`src/rtl/ocl_axil_arbiter.sv`:
```
// Round-robin AXI-Lite arbiter: NUM_M masters share one register slave, one
// transaction in flight at a time, responses steered back to the granted master.
module ocl_axil_arbiter #(
  parameter int NUM_M  = 2,
  parameter int ADDR_W = 32,
  parameter int DATA_W = 32
) (
  input  logic                       clk_main_a0,
  input  logic                       rst_main_sync,
  input  logic [NUM_M-1:0]           s_awvalid,
  output logic [NUM_M-1:0]           s_awready,
  input  logic [NUM_M*ADDR_W-1:0]    s_awaddr,
  input  logic [NUM_M-1:0]           s_wvalid,
  output logic [NUM_M-1:0]           s_wready,
  input  logic [NUM_M*DATA_W-1:0]    s_wdata,
  input  logic [NUM_M*DATA_W/8-1:0]  s_wstrb,
  output logic [NUM_M-1:0]           s_bvalid,
  input  logic [NUM_M-1:0]           s_bready,
  output logic [NUM_M*2-1:0]         s_bresp,
  input  logic [NUM_M-1:0]           s_arvalid,
  output logic [NUM_M-1:0]           s_arready,
  input  logic [NUM_M*ADDR_W-1:0]    s_araddr,
  output logic [NUM_M-1:0]           s_rvalid,
  input  logic [NUM_M-1:0]           s_rready,
  output logic [NUM_M*DATA_W-1:0]    s_rdata,
  output logic [NUM_M*2-1:0]         s_rresp,
  output logic                       m_awvalid,
  input  logic                       m_awready,
  output logic [ADDR_W-1:0]          m_awaddr,
  output logic                       m_wvalid,
  input  logic                       m_wready,
  output logic [DATA_W-1:0]          m_wdata,
  output logic [DATA_W/8-1:0]        m_wstrb,
  input  logic                       m_bvalid,
  output logic                       m_bready,
  input  logic [1:0]                 m_bresp,
  output logic                       m_arvalid,
  input  logic                       m_arready,
  output logic [ADDR_W-1:0]          m_araddr,
  input  logic                       m_rvalid,
  output logic                       m_rready,
  input  logic [DATA_W-1:0]          m_rdata,
  input  logic [1:0]                 m_rresp,
  output logic [1:0]                 grant_id,
  output logic                       busy
);

  localparam int STRB_W = DATA_W/8;

  typedef enum logic [2:0] {
    S_IDLE,
    S_WR_FWD,
    S_WR_RESP,
    S_RD_FWD,
    S_RD_RESP
  } state_t;

  state_t      r_state;
  logic [1:0]  r_grant;
  logic [1:0]  r_rr_ptr;
  logic        r_aw_done;
  logic        r_w_done;

  logic [NUM_M-1:0]  w_req;
  logic              w_found;
  logic [1:0]        w_win;
  logic              w_win_wr;

  logic              w_g_awvalid;
  logic              w_g_wvalid;
  logic              w_g_arvalid;
  logic              w_g_bready;
  logic              w_g_rready;
  logic [ADDR_W-1:0] w_g_awaddr;
  logic [ADDR_W-1:0] w_g_araddr;
  logic [DATA_W-1:0] w_g_wdata;
  logic [STRB_W-1:0] w_g_wstrb;

  logic w_wr_fwd;
  logic w_wr_resp;
  logic w_rd_fwd;
  logic w_rd_resp;
  logic w_aw_fire;
  logic w_w_fire;

  assign w_req = s_awvalid | s_arvalid;

  // Two passes give the wrap-around scan: indices at/above rr_ptr first, then the rest.
  always_comb begin
    w_found  = 1'b0;
    w_win    = '0;
    w_win_wr = 1'b0;
    for (int i = 0; i < NUM_M; i++) begin
      if (!w_found && w_req[i] && (2'(i) >= r_rr_ptr)) begin
        w_found  = 1'b1;
        w_win    = 2'(i);
        w_win_wr = s_awvalid[i];
      end
    end
    for (int i = 0; i < NUM_M; i++) begin
      if (!w_found && w_req[i]) begin
        w_found  = 1'b1;
        w_win    = 2'(i);
        w_win_wr = s_awvalid[i];
      end
    end
  end

  always_comb begin
    w_g_awvalid = 1'b0;
    w_g_wvalid  = 1'b0;
    w_g_arvalid = 1'b0;
    w_g_bready  = 1'b0;
    w_g_rready  = 1'b0;
    w_g_awaddr  = '0;
    w_g_araddr  = '0;
    w_g_wdata   = '0;
    w_g_wstrb   = '0;
    for (int i = 0; i < NUM_M; i++) begin
      if (r_grant == 2'(i)) begin
        w_g_awvalid = s_awvalid[i];
        w_g_wvalid  = s_wvalid[i];
        w_g_arvalid = s_arvalid[i];
        w_g_bready  = s_bready[i];
        w_g_rready  = s_rready[i];
        w_g_awaddr  = s_awaddr[i*ADDR_W +: ADDR_W];
        w_g_araddr  = s_araddr[i*ADDR_W +: ADDR_W];
        w_g_wdata   = s_wdata[i*DATA_W +: DATA_W];
        w_g_wstrb   = s_wstrb[i*STRB_W +: STRB_W];
      end
    end
  end

  assign w_wr_fwd  = (r_state == S_WR_FWD);
  assign w_wr_resp = (r_state == S_WR_RESP);
  assign w_rd_fwd  = (r_state == S_RD_FWD);
  assign w_rd_resp = (r_state == S_RD_RESP);

  // Each write channel is masked once its own handshake has happened.
  assign m_awvalid = w_wr_fwd & ~r_aw_done & w_g_awvalid;
  assign m_wvalid  = w_wr_fwd & ~r_w_done & w_g_wvalid;
  assign m_awaddr  = w_g_awaddr;
  assign m_wdata   = w_g_wdata;
  assign m_wstrb   = w_g_wstrb;
  assign m_bready  = w_wr_resp & w_g_bready;
  assign m_arvalid = w_rd_fwd & w_g_arvalid;
  assign m_araddr  = w_g_araddr;
  assign m_rready  = w_rd_resp & w_g_rready;

  assign w_aw_fire = m_awvalid & m_awready;
  assign w_w_fire  = m_wvalid & m_wready;

  always_comb begin
    s_awready = '0;
    s_wready  = '0;
    s_arready = '0;
    s_bvalid  = '0;
    s_rvalid  = '0;
    s_bresp   = '0;
    s_rresp   = '0;
    s_rdata   = '0;
    for (int i = 0; i < NUM_M; i++) begin
      if (r_grant == 2'(i)) begin
        s_awready[i] = w_wr_fwd & ~r_aw_done & m_awready;
        s_wready[i]  = w_wr_fwd & ~r_w_done & m_wready;
        s_arready[i] = w_rd_fwd & m_arready;
        s_bvalid[i]  = w_wr_resp & m_bvalid;
        s_rvalid[i]  = w_rd_resp & m_rvalid;
        if (w_wr_resp) begin
          s_bresp[i*2 +: 2] = m_bresp;
        end
        if (w_rd_resp) begin
          s_rresp[i*2 +: 2]          = m_rresp;
          s_rdata[i*DATA_W +: DATA_W] = m_rdata;
        end
      end
    end
  end

  always_ff @(posedge clk_main_a0) begin
    if (rst_main_sync) begin
      r_state   <= S_IDLE;
      r_grant   <= '0;
      r_rr_ptr  <= '0;
      r_aw_done <= 1'b0;
      r_w_done  <= 1'b0;
    end else begin
      case (r_state)
        S_IDLE: begin
          if (w_found) begin
            r_grant   <= w_win;
            r_rr_ptr  <= (w_win == 2'(NUM_M-1)) ? 2'd0 : w_win + 2'd1;
            r_aw_done <= 1'b0;
            r_w_done  <= 1'b0;
            r_state   <= w_win_wr ? S_WR_FWD : S_RD_FWD;
          end
        end
        S_WR_FWD: begin
          if ((r_aw_done | w_aw_fire) & (r_w_done | w_w_fire)) begin
            r_aw_done <= 1'b0;
            r_w_done  <= 1'b0;
            r_state   <= S_WR_RESP;
          end else begin
            r_aw_done <= r_aw_done | w_aw_fire;
            r_w_done  <= r_w_done | w_w_fire;
          end
        end
        S_WR_RESP: begin
          if (m_bvalid & m_bready) r_state <= S_IDLE;
        end
        S_RD_FWD: begin
          if (m_arvalid & m_arready) r_state <= S_RD_RESP;
        end
        S_RD_RESP: begin
          if (m_rvalid & m_rready) r_state <= S_IDLE;
        end
        default: r_state <= S_IDLE;
      endcase
    end
  end

  assign grant_id = r_grant;
  assign busy     = (r_state != S_IDLE);

endmodule
```
`config.mk`:
```
export PLATFORM = sky130hd
export DESIGN_NAME = ocl_axil_arbiter
export DESIGN_NICKNAME = d
export VERILOG_FILES = /design/src/rtl/ocl_axil_arbiter.sv
export SDC_FILE = /design/constraint.sdc
export NUM_CORES = 1
export LEC_CHECK = 0
export CAP_MARGIN = 20
export CORE_AREA = 8 8 165 167
export DETAILED_ROUTE_END_ITERATION = 6
export DIE_AREA = 0 0 173 175
export PLACE_DENSITY_LB_ADDON = 0.05
export SETUP_SLACK_MARGIN = 0.5
export SYNTH_ARGS = -nofsm -noshare
export SYNTH_HDL_FRONTEND = slang
export SYNTH_SLANG_ARGS = --single-unit
export TNS_END_PERCENT = 10
```
`constraint.sdc`:
```
create_clock -name clk_main_a0 -period 1.58 [get_ports clk_main_a0]
set_input_delay 0.237 -clock clk_main_a0 [delete_from_list [all_inputs] [get_ports clk_main_a0]]
set_output_delay 0.237 -clock clk_main_a0 [all_outputs]
set_load 0.03 [all_outputs]
```
==> Word-level counts from Yosys, hierarchy flattened <==
Cells that the tools add are included.
{ "word_totals": {"ram_bits": 0, "inputBits": 253, "memories": 0, "elab_cells": 118, "out_inout_bits": 190, "latch_bits": 0, "ff_bits": 9, "mem_bits_ro": 0} }
{ "op_classes": {"add_sub_neg": 1, "shift": 0, "n_eq_ne": 11, "n_lt_le_gt_ge": 2, "div_mod_pow": 0, "bitwise_logic": 23, "reduce_logical": 15, "mul": 0, "n_mux": 61} }
{ "ops": {"columns": ["cell", "n"], "rows": [
  ["$mux 32", 9],
  ["$mux 1", 32],
  ["$mux 2", 10],
  ["$and 1x1->1", 18],
  ["$mux 3", 5],
  ["$pmux 3 s5", 1],
  ["$mux 4", 2],
  ["$ne 2x1->1 const B", 4],
  ["$eq 3x2->1 const B", 2],
  ["$logic_and 1x1->1", 5],
  ["$reduce_and 5->1", 1],
  ["$eq 2x1->1 const B", 2],
  ["$ge 1x2->1 const A", 2],
  ["$pmux 1 s2", 2],
  ["$reduce_and 2->1", 2],
  ["$eq 3x1->1 const B", 1],
  ["$eq 3x3->1 const B", 1],
  ["$logic_not 1->1", 3],
  ["$logic_not 3->1", 1],
  ["$reduce_bool 3->1", 1],
  ["$add 2x1->2 const B", 1],
  ["$logic_not 2->1", 1],
  ["$ne 2x2->1 const B", 1],
  ["$not 1->1", 2],
  ["3 further kinds", 4]
]} }

==> Logic depth before layout (Yosys ltp) <==
{ "depth": {"ltp_word": 16, "depth_mapped": 5, "mapped_depth_nobuf": 4} }

==> Worst setup path after synthesis <==
OpenSTA, ideal clock, no wires.
{ "synth_path": {"path_type": "reg-to-output", "startpoint": "register r_grant[0], in the netlist grant_id[0]", "endpoint": "output m_bready", "required_ns": 1.343, "n_path_buf": 2, "slack_ns": -0.395, "arrival_ns": 1.738, "path_stages_with_launch": 5, "path_cell_list": "dfxtp_1 > clkbuf_1 > buf_2 > mux2i_1 > nor3_1"} }
{ "synth_between": {"elab_chain_len": 4, "elab_cells_between_ends": 5, "cone_classes": "1 x eq/ne; 2 x mux; 1 x bitwise; 1 x reduce/logical"} }
{ "synth_lines": {"columns": ["element", "line", "source"], "rows": [
  ["start, declared", "59", "logic [1:0] r_grant;"],
  ["start signal, assigned", "191", "r_grant <= w_win;"],
  ["$logic_not 2->1", "120", "if (r_grant == 2'(i)) begin"],
  ["$mux 1", "120", null],
  ["$mux 1 *", "120", null],
  ["$and 1x1->1 *", "145", "assign m_bready = w_wr_resp & w_g_bready;"],
  ["end, declared", "35", "output logic m_bready,"]
]} }
Mark *: on every way between the ends. The rest lies on a longest branch, timed or not.

==> Worst setup path in the final report <==
{ "layout_path": {"startpoint": "register r_grant[0], in the netlist grant_id[0]", "endpoint": "output m_awaddr[25]"} }
{ "layout_between": {"elab_chain_len": 3, "elab_cells_between_ends": 4, "cone_classes": "1 x eq/ne; 2 x mux; 1 x reduce/logical"} }
{ "layout_lines": {"columns": ["element", "line", "source"], "rows": [
  ["$logic_not 2->1", "120", null],
  ["$mux 32", "120", null],
  ["$mux 32 *", "120", null],
  ["end, declared", "29", "output logic [ADDR_W-1:0] m_awaddr,"]
]} }
Marks and branches as above.

==> metrics.md <==
| Metric | Value |
|---|---|
| Critical path class | `flip-flop to output pin` |
| Overflow after GRT | `0` |
| CTS root buffer | `clkbuf_16` |
| Final Hold Viols | `0` |
| WL/cell | `19.9 µm` |
| Mean post-synth cell area | `between 8 and 9 µm²` |
| Outcome | `finished, violations left` |
| Final WL | `21400 µm` |
| Gpl congestion | `0.813` |
| DRT iter0 DRCs | `38` |
| Skew-Pair Late Insertion Delay | `approximately 230 ps` |
| Most common cell in the synthesized netlist | `mux2_2` |
| Hold bufs inserted after CTS | `0` |
| Setup slack after layout | `-268 ps` |
| Fin util | `33.5%` |
| Core Area | `24700 µm²` |
| Slowest stage delay, CP | `370 ps` |
| Reg clk slew, reported paths | `40 ps` |
| Die W | `between 150 and 200 µm` |
| Area growth syn-to-layout | `265%` |
| Layout Nets | `1001` |
| Tcrit/Tclk final | `117%` |
| Crit path capture type | `output pin` |
| Syn nets | `528` |
| Largest net degree at the start of global routing | `36` |
| Slowest-stage cell, CP | `dfxtp_4` |
| Adder-Cell Fraction of Synth Area | `0%` |
| Lkg Pwr | `0.00348 µW` |
| Leading area contributor after synthesis | `mux2_2` |
| Fraction of the mapped netlist area in simple logic gates | `31.0%` |
| Tmin final | `around 1800 ps` |
| HPWL Detailed | `18600 µm` |
| First-pass GRT wire length | `between 30000 and 40000 µm` |
| CTS Sinks | `7` |
| # Max-Cap Violations | `0` |
| Post-route DRC | `0` |
| Distinct cells, synth | `31` |
| RSZ-0062 raised after global routing | `true` |
| Placed Area | `7290 µm²` |
| Cell repeated most along the worst path | `buf_12` |
| Mapped Area | `2260 µm²` |
| Crit-path cells | `buf_12 > buf_16 > buf_8 > buf_12 > mux2_4 > buf_6` |
| Async SR Flop Fraction | `0%` |
| Vias in the first global route | `between 4000 and 5000` |
| List of most frequent post-synthesis cells | `84 x mux2_2, 72 x and2_1, 18 x mux2_1` |
| Htree depth | `1` |
| Via density | `3.73` |
| Num CTS Buffers | `3` |
| Largest fanout on the critical path | `9` |
| Sequential-to-total area share from yosys stat | `6.19%` |
| Final Instance Area | `8270 µm²` |
| Via Count | `4020` |
| Share of layout cells above drive strength 1 | `58.5%` |
| # rows | `58` |
| Max Slew Vio Count | `0` |
| Post-synthesis mux area share | `52.0%` |
| Peak VDD IR | `0.330 mV` |
| FMAX | `0.541 GHz` |
| Layout Skew | `5.22 ps` |
| Number of synthesized register bits | `7` |
| Post-synth EDFFs | `0` |
| Total power | `6400 µW` |
| Mapped Cells | `275` |
| XOR/XNOR Fraction of Synth Area | `0%` |
| Die height | `~180 µm` |
| Max clock buf depth | `2` |
| PortBufs | `roughly 440` |
| Failing checks | `negative setup slack` |
| Yosys warns | `0` |
| Post-DRT Antenna Nets | `0` |
| # setup viols final | `182` |
| Synth top area cells | `mux2_2 42%, and2_1 20%, mux2_1 9.0%` |
| Critical path required time | `about 1300 ps` |
| CP Data Arrival Time | `1610 ps` |
| DR pass1 iterations | `4` |
| Initial Util | `9.18%` |
| Worst Setup Start Kind | `flip-flop` |
| Full die area | `30300 µm²` |
| I/O pin count | `443` |
| Post-synth top flop | `dfxtp_1` |
| Final TNS setup | `-28480 ps` |
| Worst min path class | `flip-flop to flip-flop` |
| Antenna violations before repair | `2` |
| Synth top area share | `a little over two fifths` |
| CTS tree | `done` |
| Post-synthesis compound-gate area fraction | `5.58%` |
| Pwr Density | `approximately 770 nW/µm²` |
| GRT Overall Usage | `13.2%` |
| Combinational family with the most area after synthesis | `multiplexers` |
[cell usage in the layout (no fill, tap or decap), types with 2 or more instances in the layout]
cell type | Yosys | layout
clkdlybuf4s50_1 | 0 | 252
buf_6 | 0 | 93
buf_4 | 1 | 81
mux2_2 | 84 | 62
mux2_4 | 0 | 40
and2_2 | 0 | 37
clkdlybuf4s15_2 | 0 | 32
and2_4 | 0 | 27
buf_12 | 0 | 25
and2_1 | 72 | 8
nor2_1 | 13 | 7
and3_1 | 8 | 5
a21oi_1 | 5 | 5
o21ai_1 | 2 | 4
clkbuf_16 | 0 | 4
dfxtp_1 | 7 | 4
nor2_2 | 0 | 3
nor2_4 | 0 | 3
nand2b_1 | 3 | 3
and3_4 | 0 | 3
o21ai_0 | 5 | 3
buf_16 | 0 | 3
buf_8 | 0 | 3
diode_2 | 0 | 2
nand2_2 | 0 | 2
nor3_2 | 0 | 2
nor4b_4 | 0 | 2
mux2i_4 | 0 | 2
nand2_1 | 4 | 2
o221ai_1 | 2 | 2
nor2b_1 | 3 | 2
nand3_1 | 3 | 2
dfxtp_2 | 0 | 2
[path summary, 6_finish.rpt]
check,from,to,slack [ps],cells past startpoint
worst max-delay path,grant_id[0],m_awaddr[25],-270,6
worst min-delay path,r_w_done,r_w_done,520,2
worst max register to register,grant_id[0],r_aw_done,30,7
worst min register to register,r_w_done,r_w_done,520,2
[registers in the layout, indices dropped and copies added, names as in the netlist]
register and flops:
grant_id 1, r_aw_done 1, r_rr_ptr 1, r_state 3
r_w_done 1
[kinds of logic (layout without fill, tap and decap cells)]
| kind of cell | Yosys count | after routing |
|---|---|---|
| buffers and inverters | 25 | 497 |
| other | 1 | 3 |
| AO/OA/AOI/OAI | 20 | 20 |
| multiplexers | 105 | 105 |
| flip-flops | 7 | 7 |
| AND/OR/NAND/NOR | 117 | 117 |
[routing by layer]
metal  GRT usage (%)  part of all wire, %
met2            26.9                   58
met5               0                    0
met4            2.19                 0.51
met3            4.75                  8.5
met1            12.4                   33
[repair_timing]
action | 4_1_cts | 5_1_grt
setup endpoints to repair | 196 | 196
gates cloned | 3 | 1
gates resized for setup | 248 | 20
pin swaps | 12 | 7
buffers inserted | 10 | 2
[metrics by stage]
stage          hold slack (ps)  worst slack (ps)  std cells
6_report                   523              -268       1079
5_1_grt                    534              -312       1079
4_1_cts                    512              -283       1074
3_5_place_dp               477              -233       1057
3_3_place_gp               475              -235       1057
2_1_floorplan              387              13.9        275
[layout make-up]
class	count	area (µm²)
fill	2551	16400
antenna	2	5.00
multi-input combinational	243	2420
inverter	2	12.5
clock buffer	3	75.1
timing repair buffer	491	5200
tap	330	413
clock inverter	1	5.00
sequential	7	146
[critical path, delay by kind of cell (launching register included)]
kind / cells / cell delay [ps]
mux: 1 / 330
flops: 1 / 370
buf+inv: 5 / 670
[where the power goes]
part | total (µW) | internal [µW] | switching (µW)
logic | 5670 | 3050 | 2620
registers | 292 | 231 | 60.8
clock network | 433 | 332 | 101
total | 6400 | 3610 | 2790
Power figures use the tool's default switching activity.
